===== src/rtl/encrip_stream.sv =====
// encrip_stream
//   Streaming substitution encoder. Each accepted input symbol indexes a
//   programmable table at (din + key) mod 2**DIN_W. The key can rotate by
//   KEY_STEP on every accepted symbol. The table can be rewritten in place
//   through the prog_* port, and reset restores the default table contents.
//
// Ports
//   CLK         clock, all state changes on the rising edge
//   RST         asynchronous active-high reset
//   mode        0 = static key, 1 = key rotates after each accepted symbol
//   key_load    load key_in into the key register (RUN state only)
//   key_in      key value to load
//   in_valid    input symbol valid
//   in_ready    block can accept a symbol (combinational)
//   din         input symbol
//   out_valid   dout holds a code
//   out_ready   downstream accepts dout
//   dout        encoded symbol (registered)
//   prog_start  request table reprogramming (RUN state only)
//   prog_valid  prog_data holds the next table entry
//   prog_data   table entry value
//   prog_done   one-cycle pulse after the last entry is written
//   busy        high while draining or programming
module encrip_stream #(
  parameter int DIN_W    = 3,
  parameter int DOUT_W   = 5,
  parameter int KEY_STEP = 1
) (
  input  logic              CLK,
  input  logic              RST,
  input  logic              mode,
  input  logic              key_load,
  input  logic [DIN_W-1:0]  key_in,
  input  logic              in_valid,
  output logic              in_ready,
  input  logic [DIN_W-1:0]  din,
  output logic              out_valid,
  input  logic              out_ready,
  output logic [DOUT_W-1:0] dout,
  input  logic              prog_start,
  input  logic              prog_valid,
  input  logic [DOUT_W-1:0] prog_data,
  output logic              prog_done,
  output logic              busy
);

  localparam int DEPTH = 1 << DIN_W;
  localparam logic [DIN_W-1:0] KEY_INC   = DIN_W'(KEY_STEP);
  localparam logic [DIN_W-1:0] ADDR_LAST = DIN_W'(DEPTH - 1);
  localparam logic [DIN_W-1:0] ADDR_ONE  = DIN_W'(1);

  typedef enum logic [1:0] {
    ST_RUN,
    ST_DRAIN,
    ST_PROG
  } state_t;

  state_t state_reg, state_next;

  logic [DIN_W-1:0]  key_reg;
  logic [DIN_W-1:0]  addr_reg;
  logic [DOUT_W-1:0] dout_reg;
  logic              out_valid_reg;
  logic              prog_done_reg;

  // Held in registers rather than block RAM: reset must restore every
  // entry to its default value in the same cycle.
  logic [DOUT_W-1:0] table_reg [DEPTH];

  logic [DIN_W-1:0]  idx;
  logic              accept;
  logic              out_take;
  logic              tbl_we;

  assign out_valid = out_valid_reg;
  assign dout      = dout_reg;
  assign prog_done = prog_done_reg;

  assign idx      = din + key_reg;
  assign accept   = in_valid && in_ready;
  assign out_take = out_valid_reg && out_ready;
  assign tbl_we   = (state_reg == ST_PROG) && prog_valid;

  // ---------------------------------------------------------------- FSM
  always_ff @(posedge CLK or posedge RST) begin
    if (RST) begin
      state_reg <= ST_RUN;
    end else begin
      state_reg <= state_next;
    end
  end

  always_comb begin
    state_next = state_reg;
    in_ready   = 1'b0;
    busy       = 1'b0;
    case (state_reg)
      ST_RUN: begin
        in_ready = !out_valid_reg || out_ready;
        if (prog_start) begin
          // A symbol accepted this cycle still looks up the current table.
          state_next = out_valid_reg ? ST_DRAIN : ST_PROG;
        end
      end
      ST_DRAIN: begin
        busy = 1'b1;
        // No acceptances here, so out_valid falls exactly on a handshake.
        if (!out_valid_reg || out_ready) begin
          state_next = ST_PROG;
        end
      end
      ST_PROG: begin
        busy = 1'b1;
        if (prog_valid && (addr_reg == ADDR_LAST)) begin
          state_next = ST_RUN;
        end
      end
      default: begin
        state_next = ST_RUN;
      end
    endcase
  end

  // ------------------------------------------------------- output stage
  always_ff @(posedge CLK or posedge RST) begin
    if (RST) begin
      dout_reg      <= '0;
      out_valid_reg <= 1'b0;
    end else begin
      if (accept) begin
        dout_reg      <= table_reg[idx];
        out_valid_reg <= 1'b1;
      end else if (out_take) begin
        out_valid_reg <= 1'b0;
      end
    end
  end

  // ----------------------------------------------------------- key
  // key_load wins over rotation; the symbol accepted in the same cycle
  // has already used the old key through idx.
  always_ff @(posedge CLK or posedge RST) begin
    if (RST) begin
      key_reg <= '0;
    end else begin
      if ((state_reg == ST_RUN) && key_load) begin
        key_reg <= key_in;
      end else if (accept && mode) begin
        key_reg <= key_reg + KEY_INC;
      end
    end
  end

  // ------------------------------------------------ programming counter
  always_ff @(posedge CLK or posedge RST) begin
    if (RST) begin
      addr_reg      <= '0;
      prog_done_reg <= 1'b0;
    end else begin
      prog_done_reg <= 1'b0;
      if (tbl_we) begin
        if (addr_reg == ADDR_LAST) begin
          addr_reg      <= '0;
          prog_done_reg <= 1'b1;
        end else begin
          addr_reg <= addr_reg + ADDR_ONE;
        end
      end
    end
  end

  // ---------------------------------------------------------- table
  // Default contents: entry i = (7*i + 7) mod 2**DOUT_W.
  generate
    for (genvar gi = 0; gi < DEPTH; gi++) begin : g_entry
      localparam int DEF_VAL = (7 * gi + 7) % (1 << DOUT_W);
      always_ff @(posedge CLK or posedge RST) begin
        if (RST) begin
          table_reg[gi] <= DOUT_W'(DEF_VAL);
        end else if (tbl_we && (addr_reg == DIN_W'(gi))) begin
          table_reg[gi] <= prog_data;
        end
      end
    end
  endgenerate

endmodule


===== config.mk =====
export PLATFORM = sky130hd
export DESIGN_NAME = encrip_stream
export DESIGN_NICKNAME = d
export VERILOG_FILES = /design/src/rtl/encrip_stream.sv
export SDC_FILE = /design/constraint.sdc
export NUM_CORES = 1
export LEC_CHECK = 0
export CAP_MARGIN = 15
export CORE_MARGIN = 3
export CORE_UTILIZATION = 49
export DETAILED_ROUTE_END_ITERATION = 6
export DONT_BUFFER_PORTS = 1
export GPL_ROUTABILITY_DRIVEN = 0
export PLACE_DENSITY = 0.66
export RECOVER_POWER = 50
export REMOVE_ABC_BUFFERS = 1
export SYNTH_ARGS = -nofsm -noshare
export SYNTH_HDL_FRONTEND = slang
export SYNTH_SLANG_ARGS = --single-unit
export TNS_END_PERCENT = 20

===== constraint.sdc =====
create_clock -name CLK -period 2.3 [get_ports CLK]
set_input_delay 0.46 -clock CLK [delete_from_list [all_inputs] [get_ports CLK]]
set_output_delay 0.46 -clock CLK [all_outputs]
set_load 0.02 [all_outputs]

## Word-level counts from Yosys, hierarchy flattened

Cells that the tools add are included.

- Register bits: 55
- Bits of input ports: 19
- Output and inout bits: 9

- Add/subtract/negate cells: 3
- Magnitude comparators: 1
- Eq/ne operators: 12
- Multiplexer cells: 17
- Bitwise logic cells: 1
- Reductions and logical operators: 22

Operators with widths:

| cell | number |
|---|---|
| binary-select mux 5 bit (select 3 bit) | 1 |
| logical AND 1 bit | 14 |
| equality test 3 bit, second input constant | 4 |
| two-way mux 5 bit | 2 |
| two-way mux 3 bit | 3 |
| two-way mux 2 bit | 4 |
| adder 3 x 1 -> 3 bit, second input constant | 2 |
| equality test 3 x 2 -> 1 bit, second input constant | 2 |
| two-way mux 1 bit | 6 |
| one-hot mux 2 bit (3 select lines) | 1 |
| >= comparator 4 bit, second input constant | 1 |
| inequality test 2 bit, second input constant | 2 |
| inverter 3 -> 4 bit | 1 |
| nonzero test 2 bit | 2 |
| adder 3 bit | 1 |
| equality test 3 x 1 -> 1 bit, second input constant | 1 |
| zero test 3 bit | 1 |
| AND reduction 3 bit | 1 |
| equality test 2 x 1 -> 1 bit, second input constant | 1 |
| equality test 2 bit, second input constant | 1 |
| zero test 2 bit | 1 |
| inequality test 2 x 1 -> 1 bit, second input constant | 1 |
| OR reduction 2 bit | 1 |
| zero test 1 bit | 1 |
| logical OR 1 bit | 1 |

## Logic depth before layout (Yosys ltp)

- Depth in word-level cells: 7
- Gate-level depth with buffers: 7
- Depth with buffers taken out: 7

## Least setup slack after synthesis

No wires, ideal clock.

- Path type: input -> register
- From: input din[0]
- To: register dout_reg[0], in the netlist dout[0]
- Arrival time: 1971 ps
- Data required time: 2168 ps
- Setup slack: 197 ps
- Stages: 7
- Buffers on the path: 1
- Cell sequence: ha_1 -> inv_1 -> fa_1 -> buf_6 -> mux4_1 -> mux2i_1 -> o21ai_1

- Longest elaborated chain between the ends: 5

RTL lines:

| element | RTL line | RTL |
|---|---|---|
| start, declared | 36 | `input logic [DIN_W-1:0] din,` |
| adder 3 bit | 79 | `assign idx = din + key_reg;` |
| inverter 3 -> 4 bit (not written as such) | 131 | `dout_reg <= table_reg[idx];` |
| binary-select mux 5 bit (select 3 bit) | 131 |  |
| two-way mux 5 bit (not written as such) (2 in series) | 131 |  |
| end signal, assigned | 131 |  |
| end, declared | 62 | `logic [DOUT_W-1:0] dout_reg;` |

No other way between the ends. The select of a mux whose other input is x is not followed.
A chain may end at the register's enable or synchronous reset.

## Final worst setup path

- From: register key_reg[0]
- To: register dout_reg[3], in the netlist dout[3]

- Longest elaborated chain between the ends: 5

RTL lines:

| element | RTL line | RTL |
|---|---|---|
| start, declared | 60 | `logic [DIN_W-1:0] key_reg;` |
| start signal, assigned | 147 | `key_reg <= key_in;` |
| start signal, assigned | 149 | `key_reg <= key_reg + KEY_INC;` |
| adder 3 bit | 79 |  |
| inverter 3 -> 4 bit (not written as such) | 131 |  |
| binary-select mux 5 bit (select 3 bit) | 131 |  |
| two-way mux 5 bit (not written as such) (2 in series) | 131 |  |

No other way between the ends. The select of a mux whose other input is x is not followed.

==> results.ini <==
[placement]
placed_cell_area_sq_mm=0.00284
dp_hpwl_um=3900
io_buffers=0

[grt]
globalRoute.busiestLayer=met2
antenna_found_initial=0
grt_util_met2_pct=31.0
grt_pass1_vias=1689
met1_usage_pct=22.9
grt_start_max_net_pins=26
gr-usage-all-layers_pct=18.3
met3_usage_pct=4.99
grt-ovfl-total=0
grt_pass1_wl_um=8730

[sta]
rsz0062_at_grt=false
fin_crit_sh_pct=93.8
skew_ns=0.0152
relSlewSlack_pct=38.7
hold_viol_final=0
period_needed_ns=2.16
fmax_ghz=0.464
tns_ns=0
maxSlewViolCount=0
worstMarginPinSlew_ns=0.920
setup_viol=0

[setup_path]
cp.arrival_ns=2.34
cp-start-kind=flip-flop
crit_required_ns=2.49
worst_setup_path_end_kind=flip-flop
critPathMaxFanout=10
critPathKind=flip-flop to flip-flop

[floorplanning]
die_width_um=80.8
die_y_um=80.8
io_pins=28
fp.coreArea_sq_mm=0.00527
initial_core_util_pct=52.0
rows=26
dieArea_sq_mm=0.00653

[pwr]
leakage_nw=1.35
p_per_area_mw_per_mm2=1410
ir_drop_uv=606

[flow_run]
max-cap-violations=0

[cts]
cts_sinks=55
cts_buffers=5
clock_tree.buffer_depth=2
h-tree-depth=2
cts_root_buf=clkbuf_8
insertion_delay_ns=0.31
post_cts_resized=0
clk_pin_slew_ns=0.10
cts_tree=built

[route]
drt-pass1-iter-count=4
drtIter0Drc=103
via_count=1539
wire_per_inst_um=19.6
viasPerCell=5.66
wl_um=5330
drtAntennaViolNets=0
drc=0

[synthesis]
ys_seq_area_share_pct=51.1
netlist_instances=192
ys_ff_latch=55
yosysWarnings=0
synth_cell_types=31
synth.avg_cell_area_sq_um=14.3
synthesis.area_sq_mm=0.00274

[layout]
post-route-cell-area_sq_mm=0.00296
drive_above_1_share_pct=37.1
fillCellCount=450
syn2layout_area_growth_pct=7.99
largest_reg_flops=40
fin_nets=232
diodes=0
ff_latch_area_sq_mm=0.00140
multiInputGateArea_sq_mm=0.00126

[hold_path]
worst_hold_path_type=primary input to flip-flop

[run_status]
run_status=finished clean

[metal layers]
metal	routed length [um]	vias to the layer above
met4	55	0
met2	2670	26
met1	2380	793
met5	0	-
li1	-	715
met3	226	5
[final timing paths]
kind | startpoint | end | slack (ns) | cells after the start
min in group asynchronous | RST | key_reg[2] | 0.65 | 2
min reg2reg | table_reg[38] | table_reg[38] | 0.51 | 1
max | key_reg[0] | dout[3] | 0.14 | 7
min | prog_data[0] | table_reg[5] | 0.29 | 1
max in group asynchronous | RST | table_reg[7] | 0.41 | 3
max reg2reg | key_reg[0] | dout[3] | 0.14 | 7
[Yosys cell counts]
master / number / share of area, %
fa_1: 1 / 0.73
o21ai_1: 5 / 0.91
buf_4: 1 / 0.27
a22o_1: 2 / 0.64
mux2i_1: 6 / 2.2
nand2b_4: 1 / 0.50
mux2_2: 40 / 16
buf_6: 2 / 0.82
nand3b_1: 1 / 0.27
xnor2_4: 1 / 1.0
clkbuf_1: 1 / 0.14
xor2_2: 1 / 0.59
a21oi_1: 2 / 0.37
a221oi_1: 1 / 0.32
nand4_4: 1 / 0.78
nand3_1: 5 / 0.91
ha_1: 11 / 5.0
o32ai_1: 1 / 0.32
and2_1: 2 / 0.46
nor2_1: 4 / 0.55
inv_1: 13 / 1.8
mux4_1: 10 / 9.6
nand2_1: 14 / 1.9
a31oi_1: 1 / 0.23
dfstp_2: 20 / 19
xor2_1: 1 / 0.32
o22ai_1: 1 / 0.23
or3_1: 2 / 0.46
nor3_1: 1 / 0.18
o21ai_0: 5 / 0.91
dfrtp_1: 35 / 32
[area by class of cell]
type | count | area share, %
Timing Repair Buffer | 6 | 1.82
Inverter | 13 | 1.65
Sequential cell | 55 | 47.4
Tap cell | 70 | 2.96
Clock inverter | 2 | 1.31
Multi-Input combinational cell | 120 | 42.5
Clock buffer | 6 | 2.45
[metrics by stage]
| stage | utilization (%) | std cells | setup slack [ns] | hold WS, ns | power (W) |
|---|---|---|---|---|---|
| 3_5_place_dp | 53.8 | 262 | 0.0255 | 0.329 | 0.00355 |
| 4_1_cts | 56.1 | 271 | 0.0390 | 0.276 | 0.00420 |
| 6_report | 56.1 | 272 | 0.143 | 0.287 | 0.00417 |
| 5_1_grt | 56.1 | 272 | 0.0297 | 0.269 | 0.00444 |
| 2_1_floorplan | - | 188 | 0.0716 | 0.470 | 0.00309 |
| 3_3_place_gp | 53.8 | 262 | 0.0940 | 0.318 | 0.00342 |
[critical path, cell delays in order (launching register included)]
cell and delay (ns):
dfrtp_1 0.36, ha_1 0.14, inv_1 0.05, fa_1 0.54
buf_12 0.15, mux4_1 0.56, mux2i_1 0.16, o21ai_1 0.08
[power breakdown]
part	internal (W)	leakage (nW)	switching [W]
sequential	0.00152	0.650	0.000314
clock	0.000329	0.0558	0.000317
combinational	0.000943	0.639	0.000755
total	0.00279	1.35	0.00139
[layout by cell type, fill, tap and decap left out, types with 2 or more instances in the layout]
cell type   n
o21ai_1     5
dfrtp_1    35
nand2_1    14
buf_4       2
clkbuf_8    5
dfstp_2    20
clkbuf_1    2
or3_1       2
mux4_1     10
a21oi_1     2
ha_1       11
nand3_1     5
and2_1      2
mux2_2     40
a22o_1      2
o21ai_0     5
nor2_1      4
mux2i_1     6
inv_1      13
[what timing repair did]
item	CTS	global route
hold endpoints to repair	13	0
hold buffers	1	0
endpoints found under the setup margin	0	4
buffers inserted	0	1
[kinds of logic (layout without fill, tap and decap cells)]
group                    Yosys count  count (layout)  share of synthesized area (%)
AO/OA/AOI/OAI                     18              18                           3.93
XOR/XNOR                           3               3                           1.92
adder cells (fa/ha/maj)           12              12                           5.75
buffers and inverters             17              27                           3.01
flip-flops                        55              55                           51.1
multiplexers                      56              56                           28.2
AND/OR/NAND/NOR                   31              31                           6.03
Power figures use the tool's default switching activity.
